**src/rtl/imem_boot_loader_pkg.sv**
```systemverilog
// Shared definitions for the instruction-memory boot loader: session states
// and the framing constants of the host byte stream.
package imem_boot_loader_pkg;

  // Session sequencer states
  typedef enum logic [2:0] {
    ST_IDLE   = 3'd0,
    ST_LEN_LO = 3'd1,
    ST_LEN_HI = 3'd2,
    ST_DATA   = 3'd3,
    ST_DONE   = 3'd4,
    ST_ERR    = 3'd5
  } state_t;

  // Word-count header length and bytes per instruction word
  localparam int LEN_BYTES      = 2;
  localparam int BYTES_PER_WORD = 4;

endpackage

```
**src/rtl/imem_boot_loader_word_assembler.sv**
```systemverilog
// Collects little-endian bytes into 32-bit words. The first byte of a word
// ends up in bits [7:0] and the fourth in [31:24]. A one-cycle word_valid
// pulse follows the fourth byte, with the complete word on o_word.
module word_assembler
  import imem_boot_loader_pkg::*;
(
  input  logic        i_clk,
  input  logic        i_rst,
  input  logic [7:0]  i_byte,
  input  logic        i_byte_valid,
  input  logic        i_clear,
  output logic [31:0] o_word,
  output logic        o_word_valid,
  output logic        o_last_byte
);

  localparam logic [1:0] LAST_SLOT = 2'(BYTES_PER_WORD - 1);

  logic [1:0]  r_count;
  logic [31:0] r_shift;
  logic        r_valid;

  // Shift bytes in from the top so the first byte lands in the low lane
  always_ff @(posedge i_clk or posedge i_rst) begin
    if (i_rst) begin
      r_count <= '0;
      r_shift <= '0;
      r_valid <= 1'b0;
    end else begin
      r_valid <= 1'b0;
      if (i_clear) begin
        r_count <= '0;
        r_shift <= '0;
      end else if (i_byte_valid) begin
        r_shift <= {i_byte, r_shift[31:8]};
        r_count <= r_count + 2'd1;
        if (r_count == LAST_SLOT) begin
          r_valid <= 1'b1;
        end
      end
    end
  end

  assign o_word       = r_shift;
  assign o_word_valid = r_valid;
  assign o_last_byte  = (r_count == LAST_SLOT);

endmodule

```
**src/rtl/imem_boot_loader.sv**
```systemverilog
// Boot loader: holds the core in reset, receives a word count and program
// bytes from the host, writes them to consecutive instruction-memory words,
// then releases the core one cycle after the final write.
module imem_boot_loader
  import imem_boot_loader_pkg::*;
#(
  parameter int ADDR_WIDTH = 10,
  parameter int MAX_WORDS  = 1024
) (
  input  logic                  i_clk,
  input  logic                  i_rst,
  input  logic                  i_start,
  input  logic                  i_rx_valid,
  input  logic [7:0]            i_rx_data,
  output logic                  o_rx_ready,
  output logic                  o_imem_we,
  output logic [ADDR_WIDTH-1:0] o_imem_addr,
  output logic [31:0]           o_imem_wdata,
  output logic                  o_core_rst_n,
  output logic                  o_busy,
  output logic                  o_done,
  output logic                  o_error,
  output logic [ADDR_WIDTH:0]   o_words_loaded
);

  localparam int         LEN_W     = 8 * LEN_BYTES;
  localparam logic [16:0] MAX_LIMIT = 17'(MAX_WORDS);

  state_t                r_state;
  logic [LEN_W-1:0]      r_len;
  logic [ADDR_WIDTH:0]   r_words_loaded;
  logic [ADDR_WIDTH-1:0] r_imem_addr;
  logic                  r_core_rst_n;

  logic                  w_accept;
  logic                  w_in_session;
  logic                  w_word_done;
  logic                  w_last_word;
  logic                  w_last_byte;
  logic                  w_word_valid;
  logic [31:0]           w_word;
  logic [LEN_W-1:0]      w_len_full;
  logic                  w_asm_clear;
  logic                  w_asm_valid;

  assign w_in_session = (r_state == ST_LEN_LO) || (r_state == ST_LEN_HI) ||
                        (r_state == ST_DATA);
  assign w_accept     = i_rx_valid && w_in_session;
  assign w_len_full   = {i_rx_data, r_len[7:0]};
  assign w_asm_clear  = (r_state == ST_LEN_HI) && w_accept;
  assign w_asm_valid  = (r_state == ST_DATA) && w_accept;
  assign w_word_done  = w_asm_valid && w_last_byte;
  assign w_last_word  = (17'(r_words_loaded) + 17'd1) == 17'(r_len);

  word_assembler u_word_assembler (
    .i_clk        (i_clk),
    .i_rst        (i_rst),
    .i_byte       (i_rx_data),
    .i_byte_valid (w_asm_valid),
    .i_clear      (w_asm_clear),
    .o_word       (w_word),
    .o_word_valid (w_word_valid),
    .o_last_byte  (w_last_byte)
  );

  // Session sequencer with word counting and delayed core reset release
  always_ff @(posedge i_clk or posedge i_rst) begin
    if (i_rst) begin
      r_state        <= ST_IDLE;
      r_len          <= '0;
      r_words_loaded <= '0;
      r_imem_addr    <= '0;
      r_core_rst_n   <= 1'b0;
    end else begin
      r_core_rst_n <= 1'b0;
      case (r_state)
        ST_IDLE: begin
          if (i_start) begin
            r_state        <= ST_LEN_LO;
            r_words_loaded <= '0;
          end
        end
        ST_LEN_LO: begin
          if (w_accept) begin
            r_len[7:0] <= i_rx_data;
            r_state    <= ST_LEN_HI;
          end
        end
        ST_LEN_HI: begin
          if (w_accept) begin
            r_len          <= w_len_full;
            r_words_loaded <= '0;
            if (w_len_full == '0) begin
              r_state <= ST_DONE;
            end else if ({1'b0, w_len_full} > MAX_LIMIT) begin
              r_state <= ST_ERR;
            end else begin
              r_state <= ST_DATA;
            end
          end
        end
        ST_DATA: begin
          if (w_word_done) begin
            r_imem_addr    <= r_words_loaded[ADDR_WIDTH-1:0];
            r_words_loaded <= r_words_loaded + 1'b1;
            if (w_last_word) begin
              r_state <= ST_DONE;
            end
          end
        end
        ST_DONE: begin
          if (i_start) begin
            r_state        <= ST_LEN_LO;
            r_words_loaded <= '0;
          end else begin
            r_core_rst_n <= 1'b1;
          end
        end
        ST_ERR: begin
          if (i_start) begin
            r_state        <= ST_LEN_LO;
            r_words_loaded <= '0;
          end
        end
        default: begin
          r_state <= ST_IDLE;
        end
      endcase
    end
  end

  assign o_rx_ready     = w_in_session;
  assign o_busy         = w_in_session;
  assign o_done         = (r_state == ST_DONE);
  assign o_error        = (r_state == ST_ERR);
  assign o_imem_we      = w_word_valid;
  assign o_imem_addr    = r_imem_addr;
  assign o_imem_wdata   = w_word;
  assign o_core_rst_n   = r_core_rst_n;
  assign o_words_loaded = r_words_loaded;

endmodule

```
**config.mk**
```make
export PLATFORM = sky130hd
export DESIGN_NAME = imem_boot_loader
export DESIGN_NICKNAME = d
export VERILOG_FILES = /design/src/rtl/imem_boot_loader_pkg.sv /design/src/rtl/imem_boot_loader_word_assembler.sv /design/src/rtl/imem_boot_loader.sv
export SDC_FILE = /design/constraint.sdc
export NUM_CORES = 1
export LEC_CHECK = 0
export BUFFER_PORTS_ARGS = -buffer_cell sky130_fd_sc_hd__buf_2
export CAP_MARGIN = 20
export CORE_MARGIN = 3
export CORE_UTILIZATION = 45
export CTS_CLUSTER_SIZE = 40
export DETAILED_ROUTE_END_ITERATION = 10
export MAX_ROUTING_LAYER = met4
export PLACE_DENSITY_LB_ADDON = 0.12
export SLEW_MARGIN = 10
export SYNTH_ARGS = -nofsm -noshare
export SYNTH_HDL_FRONTEND = slang
export SYNTH_SLANG_ARGS = --single-unit
```
**constraint.sdc**
```tcl
create_clock -name i_clk -period 3.65 [get_ports i_clk]
set_clock_uncertainty 0.2 [all_clocks]
set_input_delay 0.5475 -clock i_clk [delete_from_list [all_inputs] [get_ports i_clk]]
set_output_delay 0.5475 -clock i_clk [all_outputs]
set_load 0.02 [all_outputs]
```
==> impl_metrics.env <==
export IMPL_clock_sinks=76
export IMPL_multi_input_area_um2=1530
export IMPL_synth_cells=380
export IMPL_ys_ff_latch=76
export IMPL_cp_max_fo=9
export IMPL_cts_buffer_depth=2
export IMPL_finalCritPeriodShare=0.683
export IMPL_p_int_mw=1.92
export IMPL_grt_max_degree=69
export IMPL_power_density_nw_per_um2=761
export IMPL_cts_hold_buf=0
export IMPL_status="complete, no violations"
export IMPL_worst_pin_slew_ns=0.868
export IMPL_syn_nets=394
export IMPL_io_buffers=70
export IMPL_grt_pass1_vias=2569
export IMPL_critical_path_arrival_ns=2.56
export IMPL_comb_power_share=0.359
export IMPL_synth_cell_types=46
export IMPL_gp_congestion=0.876
export IMPL_initial_core_util=0.479
export IMPL_ios=71
export IMPL_max_freq_mhz=401
export IMPL_async_reset_ff_frac=1.00
export IMPL_netlist_area_um2=3580
export IMPL_finalSetupTns_ns=0
export IMPL_layout_min_cycle_time_ns=2.49
export IMPL_die_w_um=95.3
export IMPL_syn_to_final_growth_pct=16.7
export IMPL_firstDrtPassIters=4
export IMPL_setup_violations=0
export IMPL_p_sw_frac=0.397
export IMPL_fillCellCount=701
export IMPL_root_buffer="clkbuf_8"
export IMPL_max_cap_viol_count=0
export IMPL_cp_start_kind="flip-flop"
export IMPL_vias_per_cell=5.24
export IMPL_num_vias=2848
export IMPL_p_leak_nw=2.05
export IMPL_gr_usage_met2=0.281
export IMPL_use_met3=0.0466
export IMPL_power_switching_mw=1.26
export IMPL_drt_iter0_drc=185
export IMPL_wire_per_inst_um=15.2
export IMPL_grt_ovfl_total=0
export IMPL_hold_class="input port to async pin"
export IMPL_numCtsBuffers=9
export IMPL_cts_resized=0
export IMPL_irDropWorstVdd_v=0.000386
export IMPL_r2r_cells=7
export IMPL_clk_latency_ns=0.34
export IMPL_grtUsageMet1=0.298
export IMPL_rsz0062_at_grt="false"
export IMPL_final_hold_viol_count=0
export IMPL_layout_drive_gt1_share=0.257
export IMPL_hpwl_mm=5.76
export IMPL_antenna_found_initial=0
export IMPL_register_area_um2=1900
export IMPL_seq_power_share=0.420
export IMPL_grt_busiest_layer="met1"
export IMPL_tritoncts="yes"
export IMPL_required_ns=3.72
export IMPL_synth_seq_area_share=0.531
export IMPL_total_power_mw=3.18
export IMPL_slew_headroom=0.418
export IMPL_ys_flop_type="dfrtp_1"
export IMPL_rows=31
export IMPL_clkPwrFrac=0.220
export IMPL_grt_pass1_wl_mm=13.7
export IMPL_r2r_slack_ns=1.16
export IMPL_wirelength_mm=8.23
export IMPL_endpoint_kind="flip-flop"
export IMPL_slew_viol_final=0
export IMPL_antenna_cells=0
export IMPL_syn_area_per_cell_um2=9.43
export IMPL_synth_edf_count=0
export IMPL_die_y_um=95.3
export IMPL_final_nets=453
export IMPL_path_class="flip-flop to flip-flop"
export IMPL_h_tree_depth=3
export IMPL_cts_setup_buffers=0
export IMPL_clk_pin_slew_worst_paths_ns=0.08
export IMPL_die_area_um2=9070
export IMPL_track_usage=0.203
export IMPL_route_antenna_remaining_nets=0
export IMPL_drc=0
export IMPL_yosysWarnings=0
export IMPL_core_um2=7490
==> layout by cell type, fill, tap and decap left out, types with 4 or more instances in the layout <==
cell type,synthesis,final
a21oi_1,9,9
buf_2,3,70
clkbuf_8,0,9
dfrtp_1,76,76
inv_1,8,7
mux2_2,14,14
nand2_1,112,112
nor2_1,13,13
nor3_1,4,4
nor4_1,4,4
o21ai_0,51,51
xnor2_1,9,9
xor2_1,6,6
==> flip-flops by register name (all words and copies together), names as in the netlist <==
name                           cells
r_len                             16
u_word_assembler.o_word_valid      1
r_state                            3
u_word_assembler.r_count           2
o_imem_addr                       10
o_words_loaded                    11
o_core_rst_n                       1
u_word_assembler.o_word           32
==> final timing paths <==
check,endpoint,from
worst max-delay path,r_state[2],o_words_loaded[0]
worst min-delay path,u_word_assembler.o_word[15],i_rst
worst max register to register,r_state[2],o_words_loaded[0]
worst min register to register,o_imem_addr[3],o_imem_addr[3]
max in group asynchronous,u_word_assembler.r_count[1],i_rst
min in group i_clk,o_core_rst_n,i_start
==> metrics by stage <==
stage               cell area (um^2)  setup WS, ns  hold WS (ns)  cells   util
floorplan                       3580         0.964         0.254    380      -
global placement                3970          1.26         0.254    527  0.530
detailed placement              3970          1.18         0.259    527  0.530
CTS                             4180          1.17         0.153    543  0.559
global route                    4180         0.974         0.180    543  0.559
finish                          4180          1.16         0.141    543  0.559
==> Yosys cell counts, types with 2 or more instances <==
master	count	area share
inv_1	8	0.0084
o31a_1	2	0.0049
nor4_1	4	0.0070
nand2_1	112	0.12
a31oi_1	3	0.0052
o21ai_0	51	0.071
nor4_2	2	0.0070
nor2b_1	2	0.0035
clkbuf_1	13	0.014
o41ai_1	3	0.0073
buf_6	3	0.0094
xor2_1	6	0.015
and3_1	3	0.0052
nand3_1	4	0.0056
nor3_1	4	0.0056
dfrtp_1	76	0.53
buf_2	3	0.0042
mux2_2	14	0.044
a21oi_1	9	0.013
nand2b_1	3	0.0052
buf_1	3	0.0031
o22ai_1	2	0.0035
buf_4	3	0.0063
xnor2_1	9	0.022
ha_1	2	0.0070
mux2i_1	2	0.0056
o31ai_1	3	0.0063
nor2_1	13	0.014
==> cell families after synthesis <==
kind of cell    after synthesis  synth area share
mux                          16            0.0496
fa+ha+maj                     2           0.00698
buf+inv                      33            0.0450
flops                        76             0.531
xor+xnor                     15            0.0367
simple gates                159             0.206
compound gates               79             0.126
==> worst max-delay path, stage by stage (launching register included) <==
cell	delay, ns
dfrtp_1	0.51
ha_1	0.31
and3_1	0.31
and3_1	0.27
xnor2_1	0.14
nand4b_1	0.13
nor4_2	0.39
a221o_1	0.17
==> cell type report <==
class                   instances  area share
clock buffers                  10      0.0305
clock inverters                 6      0.0212
inverters                       8     0.00718
multi-input cells             271       0.365
flip-flops and latches         76       0.455
well taps                      99      0.0296
repair buffers                 73      0.0921
==> power by group through the flow <==
stage | combinational, mW | clock, mW | sequential [mW]
floorplan | 0.682 | 0 | 1.47
detailed placement | 1.16 | 0 | 1.36
global placement | 1.15 | 0 | 1.35
CTS | 1.16 | 0.718 | 1.34
global route | 1.28 | 0.766 | 1.38
finish | 1.14 | 0.701 | 1.34
==> per-layer routing <==
metal	vias up	wire, um
met2	101	3650
li1	1400	-
met4	0	77
met3	6	515
met1	1341	3990
met5	-	0
Note: power is estimated with default switching activity, not from simulation.
